**src/rtl/pong_timing_pkg.sv**
```systemverilog
// Shared Pong video timing definitions: sequencer state encodings, the
// default line/frame geometry and a small window-decode helper.
package pong_timing_pkg;

    typedef enum logic [1:0] {
        ST_IDLE   = 2'b00,
        ST_ACTIVE = 2'b01,
        ST_DRAIN  = 2'b10
    } state_t;

    localparam int CNT_W   = 9;
    localparam int CNT_MAX = 512;

    localparam int PONG_H_TOTAL      = 455;
    localparam int PONG_V_TOTAL      = 262;
    localparam int PONG_H_BLANK_END  = 80;
    localparam int PONG_H_SYNC_START = 32;
    localparam int PONG_H_SYNC_END   = 64;
    localparam int PONG_V_BLANK_END  = 16;
    localparam int PONG_V_SYNC_START = 4;
    localparam int PONG_V_SYNC_END   = 8;

    // True when lo <= pos < hi.
    function automatic logic in_window(input logic [CNT_W-1:0] pos,
                                       input logic [CNT_W-1:0] lo,
                                       input logic [CNT_W-1:0] hi);
        return (pos >= lo) && (pos < hi);
    endfunction

endpackage

```
**src/rtl/frame_pos_counter.sv**
```systemverilog
// Clock-enabled horizontal/vertical position counter pair. Wraps at the end
// of each line and frame, exposes end-of-line / end-of-frame decodes and
// holds at 0,0 while clear is asserted.
module frame_pos_counter
    import pong_timing_pkg::*;
#(
    parameter int H_TOTAL = PONG_H_TOTAL,
    parameter int V_TOTAL = PONG_V_TOTAL
) (
    input  logic             clk,
    input  logic             rst_n,
    input  logic             ce,
    input  logic             en,
    input  logic             clear,
    output logic [CNT_W-1:0] hcnt,
    output logic [CNT_W-1:0] vcnt,
    output logic             eol,
    output logic             eof
);

    localparam logic [CNT_W-1:0] H_LAST = CNT_W'(H_TOTAL - 1);
    localparam logic [CNT_W-1:0] V_LAST = CNT_W'(V_TOTAL - 1);

    logic [CNT_W-1:0] hcnt_r;
    logic [CNT_W-1:0] vcnt_r;
    logic             eol_s;
    logic             eof_s;

    // Last-pixel decodes taken straight from the registered position.
    always_comb begin
        eol_s = (hcnt_r == H_LAST);
        eof_s = eol_s && (vcnt_r == V_LAST);
    end

    // Position registers: advance on enabled pixel clocks, wrap per line and frame.
    always_ff @(posedge clk or negedge rst_n) begin
        if (!rst_n) begin
            hcnt_r <= '0;
            vcnt_r <= '0;
        end else if (clear) begin
            hcnt_r <= '0;
            vcnt_r <= '0;
        end else if (en && ce) begin
            if (eol_s) begin
                hcnt_r <= '0;
                if (eof_s) begin
                    vcnt_r <= '0;
                end else begin
                    vcnt_r <= vcnt_r + CNT_W'(1);
                end
            end else begin
                hcnt_r <= hcnt_r + CNT_W'(1);
            end
        end
    end

    assign hcnt = hcnt_r;
    assign vcnt = vcnt_r;
    assign eol  = eol_s;
    assign eof  = eof_s;

endmodule

```
**src/rtl/frame_timing_ctrl.sv**
```systemverilog
// Pong frame sequencer: run/hold/single-step FSM around the h/v position
// counter, frame strobes, completed-frame counter and blank/sync decodes.
// Outside IDLE a frame always runs to its last pixel before the sequencer
// can stop, so the game freezes only on a frame boundary.
module frame_timing_ctrl
    import pong_timing_pkg::*;
#(
    parameter int H_TOTAL      = PONG_H_TOTAL,
    parameter int V_TOTAL      = PONG_V_TOTAL,
    parameter int H_BLANK_END  = PONG_H_BLANK_END,
    parameter int H_SYNC_START = PONG_H_SYNC_START,
    parameter int H_SYNC_END   = PONG_H_SYNC_END,
    parameter int V_BLANK_END  = PONG_V_BLANK_END,
    parameter int V_SYNC_START = PONG_V_SYNC_START,
    parameter int V_SYNC_END   = PONG_V_SYNC_END
) (
    input  logic             clk7_159,
    input  logic             _reset,
    input  logic             ce,
    input  logic             run,
    input  logic             step,
    output logic [CNT_W-1:0] hcnt,
    output logic [CNT_W-1:0] vcnt,
    output logic             hreset,
    output logic             vreset,
    output logic             _vreset,
    output logic             hblank,
    output logic             vblank,
    output logic             _hsync,
    output logic             _vsync,
    output logic             frame_start,
    output logic [7:0]       frame_cnt,
    output logic [1:0]       state
);

    localparam logic [CNT_W-1:0] V_LAST   = CNT_W'(V_TOTAL - 1);
    localparam logic [CNT_W-1:0] HB_END   = CNT_W'(H_BLANK_END);
    localparam logic [CNT_W-1:0] HS_START = CNT_W'(H_SYNC_START);
    localparam logic [CNT_W-1:0] HS_END   = CNT_W'(H_SYNC_END);
    localparam logic [CNT_W-1:0] VB_END   = CNT_W'(V_BLANK_END);
    localparam logic [CNT_W-1:0] VS_START = CNT_W'(V_SYNC_START);
    localparam logic [CNT_W-1:0] VS_END   = CNT_W'(V_SYNC_END);

    if (H_TOTAL > CNT_MAX || V_TOTAL > CNT_MAX || H_TOTAL < 2 || V_TOTAL < 2) begin : g_bad_geometry
        $error("frame_timing_ctrl: H_TOTAL and V_TOTAL must lie in 2..512");
    end

    state_t           state_r;
    state_t           state_next_s;
    logic             counting_s;
    logic             leave_idle_s;
    logic             eof_ce_s;
    logic             eol_s;
    logic             eof_s;
    logic [CNT_W-1:0] hcnt_s;
    logic [CNT_W-1:0] vcnt_s;
    logic             start_pending_r;
    logic             frame_start_r;
    logic [7:0]       frame_cnt_r;

    frame_pos_counter #(
        .H_TOTAL (H_TOTAL),
        .V_TOTAL (V_TOTAL)
    ) u_pos (
        .clk   (clk7_159),
        .rst_n (_reset),
        .ce    (ce),
        .en    (counting_s),
        .clear (!counting_s),
        .hcnt  (hcnt_s),
        .vcnt  (vcnt_s),
        .eol   (eol_s),
        .eof   (eof_s)
    );

    // Qualifiers shared by the FSM and the frame strobes.
    always_comb begin
        counting_s   = (state_r == ST_ACTIVE) || (state_r == ST_DRAIN);
        eof_ce_s     = counting_s && ce && eof_s;
        leave_idle_s = (state_r == ST_IDLE) && (run || step);
    end

    // Next-state logic: run always wins; without run a frame drains to its end.
    always_comb begin
        state_next_s = ST_IDLE;
        case (state_r)
            ST_IDLE: begin
                if (run) begin
                    state_next_s = ST_ACTIVE;
                end else if (step) begin
                    state_next_s = ST_DRAIN;
                end else begin
                    state_next_s = ST_IDLE;
                end
            end
            ST_ACTIVE, ST_DRAIN: begin
                if (run) begin
                    state_next_s = ST_ACTIVE;
                end else if (eof_ce_s) begin
                    state_next_s = ST_IDLE;
                end else begin
                    state_next_s = ST_DRAIN;
                end
            end
            default: begin
                state_next_s = ST_IDLE;
            end
        endcase
    end

    // Sequencer state register.
    always_ff @(posedge clk7_159 or negedge _reset) begin
        if (!_reset) begin
            state_r <= ST_IDLE;
        end else begin
            state_r <= state_next_s;
        end
    end

    // Frame strobes: start pulse on the first enabled clock of a new frame
    // (a start requested while ce=0 is held until the next enabled clock),
    // and the completed-frame count on every counted end of frame.
    always_ff @(posedge clk7_159 or negedge _reset) begin
        if (!_reset) begin
            start_pending_r <= 1'b0;
            frame_start_r   <= 1'b0;
            frame_cnt_r     <= 8'd0;
        end else begin
            frame_start_r <= (ce && (leave_idle_s || start_pending_r)) || (eof_ce_s && run);
            if (leave_idle_s && !ce) begin
                start_pending_r <= 1'b1;
            end else if (ce) begin
                start_pending_r <= 1'b0;
            end
            if (eof_ce_s) begin
                frame_cnt_r <= frame_cnt_r + 8'd1;
            end
        end
    end

    // Line/frame strobes, blanking and sync decoded from registered state; IDLE forces blank.
    always_comb begin
        hreset = 1'b0;
        vreset = 1'b0;
        hblank = 1'b1;
        vblank = 1'b1;
        _hsync = 1'b1;
        _vsync = 1'b1;
        if (counting_s) begin
            hreset = eol_s;
            vreset = (vcnt_s == V_LAST);
            hblank = (hcnt_s < HB_END);
            vblank = (vcnt_s < VB_END);
            _hsync = !in_window(hcnt_s, HS_START, HS_END);
            _vsync = !in_window(vcnt_s, VS_START, VS_END);
        end else begin
            hreset = 1'b0;
            vreset = 1'b0;
        end
        _vreset = !vreset;
    end

    assign hcnt        = hcnt_s;
    assign vcnt        = vcnt_s;
    assign frame_start = frame_start_r;
    assign frame_cnt   = frame_cnt_r;
    assign state       = state_r;

endmodule
```
**config.mk**
```make
export PLATFORM = sky130hd
export DESIGN_NAME = frame_timing_ctrl
export DESIGN_NICKNAME = d
export VERILOG_FILES = /design/src/rtl/pong_timing_pkg.sv /design/src/rtl/frame_pos_counter.sv /design/src/rtl/frame_timing_ctrl.sv
export SDC_FILE = /design/constraint.sdc
export NUM_CORES = 1
export LEC_CHECK = 0
export BUFFER_PORTS_ARGS = -buffer_cell sky130_fd_sc_hd__buf_2
export CAP_MARGIN = 20
export CORE_MARGIN = 4
export CORE_UTILIZATION = 48
export CTS_CLUSTER_SIZE = 28
export DETAILED_ROUTE_END_ITERATION = 8
export GPL_TIMING_DRIVEN = 0
export PLACE_DENSITY = 0.83
export SYNTH_ARGS = -nofsm -noshare
export SYNTH_HDL_FRONTEND = slang
export SYNTH_SLANG_ARGS = --single-unit
```
**constraint.sdc**
```tcl
create_clock -name clk7_159 -period 2.05 [get_ports clk7_159]
set_clock_uncertainty 0.1 [all_clocks]
set_input_delay 0 -clock clk7_159 [delete_from_list [all_inputs] [get_ports clk7_159]]
set_output_delay 0 -clock clk7_159 [all_outputs]
set_load 0.01 [all_outputs]
```
==> out/qor.yml <==
job:
  max_cap_viol_count: 0
setup_path:
  critPathMaxStageDelay_ns: 0.56
  cp-end-kind: "register"
  r2r-start: "u_pos.vcnt[5]"
  critPathLaunchType: "register"
  cp.arrival_ns: 2.46
  path_class: "reg2reg"
  critPathMostFrequentCell: "or4_4"
  crit_chain: "or4_4, or4_4, buf_12, nor4_2, xor2_1"
  cp.required_ns: 2.16
  cpMaxStageDelayCell: "or4_4"
  path_max_fanout: 5
  critPathLaunch: "u_pos.vcnt[5]"
synth:
  yosysTopAreaCell: "dfrtp_1"
  yosys_most_used_dff: "dfrtp_1"
  netlist_instances: 192
  seq_area_frac_synth: 0.4249
  synth.area.top_cells: "dfrtp_1 42%, ha_1 5.0%, nand2_1 4.9%, nand4_1 3.9%, xor2_1 3.5%"
  async_flop_share: 1.000
  synth_area_per_cell_um2: 9.202
  synth-seq-cells: 30
  synth_edf_count: 0
  yosysWarningCount: 0
  synthDominantCellAreaShare: 0.4249
  synthesis.area_um2: 1767
  ys_types: 40
  synth_nets: 204
placement:
  port_buffers: 40
  dp_hpwl_um: 3126
  place_congestion: 0.8512
floorplan:
  initial_core_util: 0.5133
  die_h_um: 68.67
  core_region_area_um2: 3442
  dieArea_um2: 4716
  rows: 21
  die_w_um: 68.67
  ioPinCount: 41
sta:
  slew_headroom: 0.5439
  final_max_slew_viol_count: 0
  period_needed_ns: 2.346
  setup-violations-final: 12
  timing.fmax_ghz: 0.4263
  finalHoldViolCount: 0
  rsz0062_at_grt: "true"
  fin_crit_sh: 1.144
  setup_ws_ns: -0.2958
  worst_pin_slew_ns: 0.6842
  holdWs_ns: 0.03789
detailed_routing:
  via_per_inst: 5.963
  wl_um: 5154
  drc: 0
  vias: 1771
  dr.pass1.iters: 5
  antenna_left: 0
  wl_per_cell_um: 17.35
  drtIter0Drc: 110
grt:
  groute.usage.overall: 0.2273
  grt_max_degree: 31
  grt_antenna_before_repair: 0
  grt_pass1_vias: 1631
  grt_pass1_wl_um: 7914
  grtUsageMet1: 0.2898
  grt_overflow_total: 0
  met3_usage: 0.05348
  busiest_layer: "met2"
  use_met2: 0.3731
power:
  ir_worst_vdd_mv: 0.3304
  powerDensity_nw_per_um2: 743.3
  p_total_uw: 1731
  leakagePower_uw: 0.001156
clock_network:
  worst_skew_pair.late_latency_ns: 0.29
  cts_buffers: 5
  cts_tree: "done"
  cts-root-buf: "clkbuf_8"
  cts_max_level: 2
  clk_pin_slew_ns: 0.06
  cts_max_path_buffers: 2
  clock-sinks: 30
cells_and_area:
  antenna_cells: 0
  syn2layout_area_growth_pct: 31.80
  drive_above_1_share: 0.3147
  fill_cells: 279
  finalNetCount: 263
outcome:
  violations: "negative setup slack"
  status: "complete, but fails checks"
hold_path:
  hp-class: "in2reg"
  min-delay-start: "ce"
-- where the power goes --
part / internal (µW) / switching (µW) / total (µW) / leakage [µW]
Clock: 227 / 228 / 455 / 0.0000438
Combinational: 180 / 413 / 593 / 0.000701
Sequential: 642 / 41.3 / 683 / 0.000411
Total: 1050 / 682 / 1730 / 0.00116
-- critical path: cells and delay by family (launching register included) --
kind | cells | cell delay, ns
DFF | 1 | 0.38
buffers and inverters | 1 | 0.17
and+or+nand+nor | 3 | 1.42
xor gates and xnor gates | 1 | 0.19
-- layout by cell type, fill, tap and decap left out, types with 2 or more instances in the layout --
cell type      synthesis  final
a21boi_0               2      2
a21oi_1               11     11
a31o_2                 2      2
and3_1                 4      4
and4_1                 2      2
buf_2                  0     39
buf_4                  0      6
buf_6                  1      5
clkbuf_1               7      4
clkbuf_2               0      2
clkbuf_8               0      5
clkinv_2               0      2
dfrtp_1               30     29
dlygate4sd3_1          0      3
ha_1                   7      7
inv_1                 10     10
nand2_1               23     23
nand3_1               12     12
nand3b_1               2      2
nand4_1               11     11
nand4b_1               3      3
nor2_1                 8      8
nor3_1                 5      3
nor4_4                 2      3
o21ai_0                8      7
o221ai_1               2      2
o22ai_1                6      6
or3_1                  5      5
or4_1                  2      2
or4_4                  2      2
xor2_1                 7      7
-- Yosys cell counts (all sizes together), types with 6 or more instances --
cell / n
dfrtp: 30
nand2: 23
nand3: 13
a21oi: 11
inv: 11
nand4: 11
o21ai: 9
nor2: 8
clkbuf: 7
ha: 7
xor2: 7
o22ai: 6
-- final timing paths --
check	slack [ns]	to	cells after the start
max	-0.30	frame_cnt[4]	5
min	0.04	frame_start	3
max reg2reg	-0.30	frame_cnt[4]	5
min reg2reg	0.37	frame_cnt[7]	1
max in group asynchronous	1.16	u_pos.vcnt[6]	2
min in group asynchronous	0.21	frame_cnt[5]	2
-- what timing repair did --
action / 4_1_cts / 5_1_grt
endpoints found under the setup margin: 25 / 25
setup buffers: 4 / 5
hold buffers: 3 / 0
resized for setup: 15 / 8
pin swaps: 1 / 3
hold endpoints to repair: 34 / 0
gates cloned: 1 / 0
-- stage by stage --
| stage | setup TNS [ns] | util | setup slack (ns) | std cells | area, µm² |
|---|---|---|---|---|---|
| after floorplan | -1.308 | - | -0.2628 | 192 | 1774 |
| after global placement | -1.850 | 0.5903 | -0.2705 | 278 | 2032 |
| after detailed placement | -2.354 | 0.5903 | -0.3126 | 278 | 2032 |
| after CTS | -2.440 | 0.6565 | -0.2524 | 293 | 2260 |
| after global routing | -3.467 | 0.6765 | -0.3520 | 297 | 2328 |
| final | -2.625 | 0.6765 | -0.2958 | 297 | 2328 |
-- final cells by class --
type | count | area [µm²] | area share
multi-input combinational | 141 | 978.4 | 0.4202
buffer | 9 | 60.06 | 0.02579
tap | 46 | 57.56 | 0.02472
clock inverter | 2 | 10.01 | 0.004299
inverter | 11 | 53.80 | 0.02311
clock buffer | 5 | 68.82 | 0.02955
sequential | 30 | 752.0 | 0.3229
timing repair buffer | 53 | 347.8 | 0.1494
-- routing by layer --
layer	share of wire	routed length [µm]
met3	0.057	296
met4	0.021	110
met5	0	0
met2	0.51	2642
met1	0.41	2105
-- sequential cells by signal, summed over array words and instances, names as in the netlist --
signal / flops
frame_cnt: 8
frame_start: 1
start_pending_r: 1
state: 2
u_pos.hcnt: 9
u_pos.vcnt: 9
-- cell families (layout without fill, tap and decap cells) --
family,Yosys count,count (layout),synth area share
xor gates and xnor gates,9,9,0.04462
buffers and inverters,21,80,0.04887
muxes,1,1,0.006373
and+or+nand+nor,89,89,0.3052
AOI/OAI and AO/OA,35,35,0.1204
adders and majority gates,7,7,0.04957
DFF,30,30,0.4249
Power figures use the tool's default switching activity.
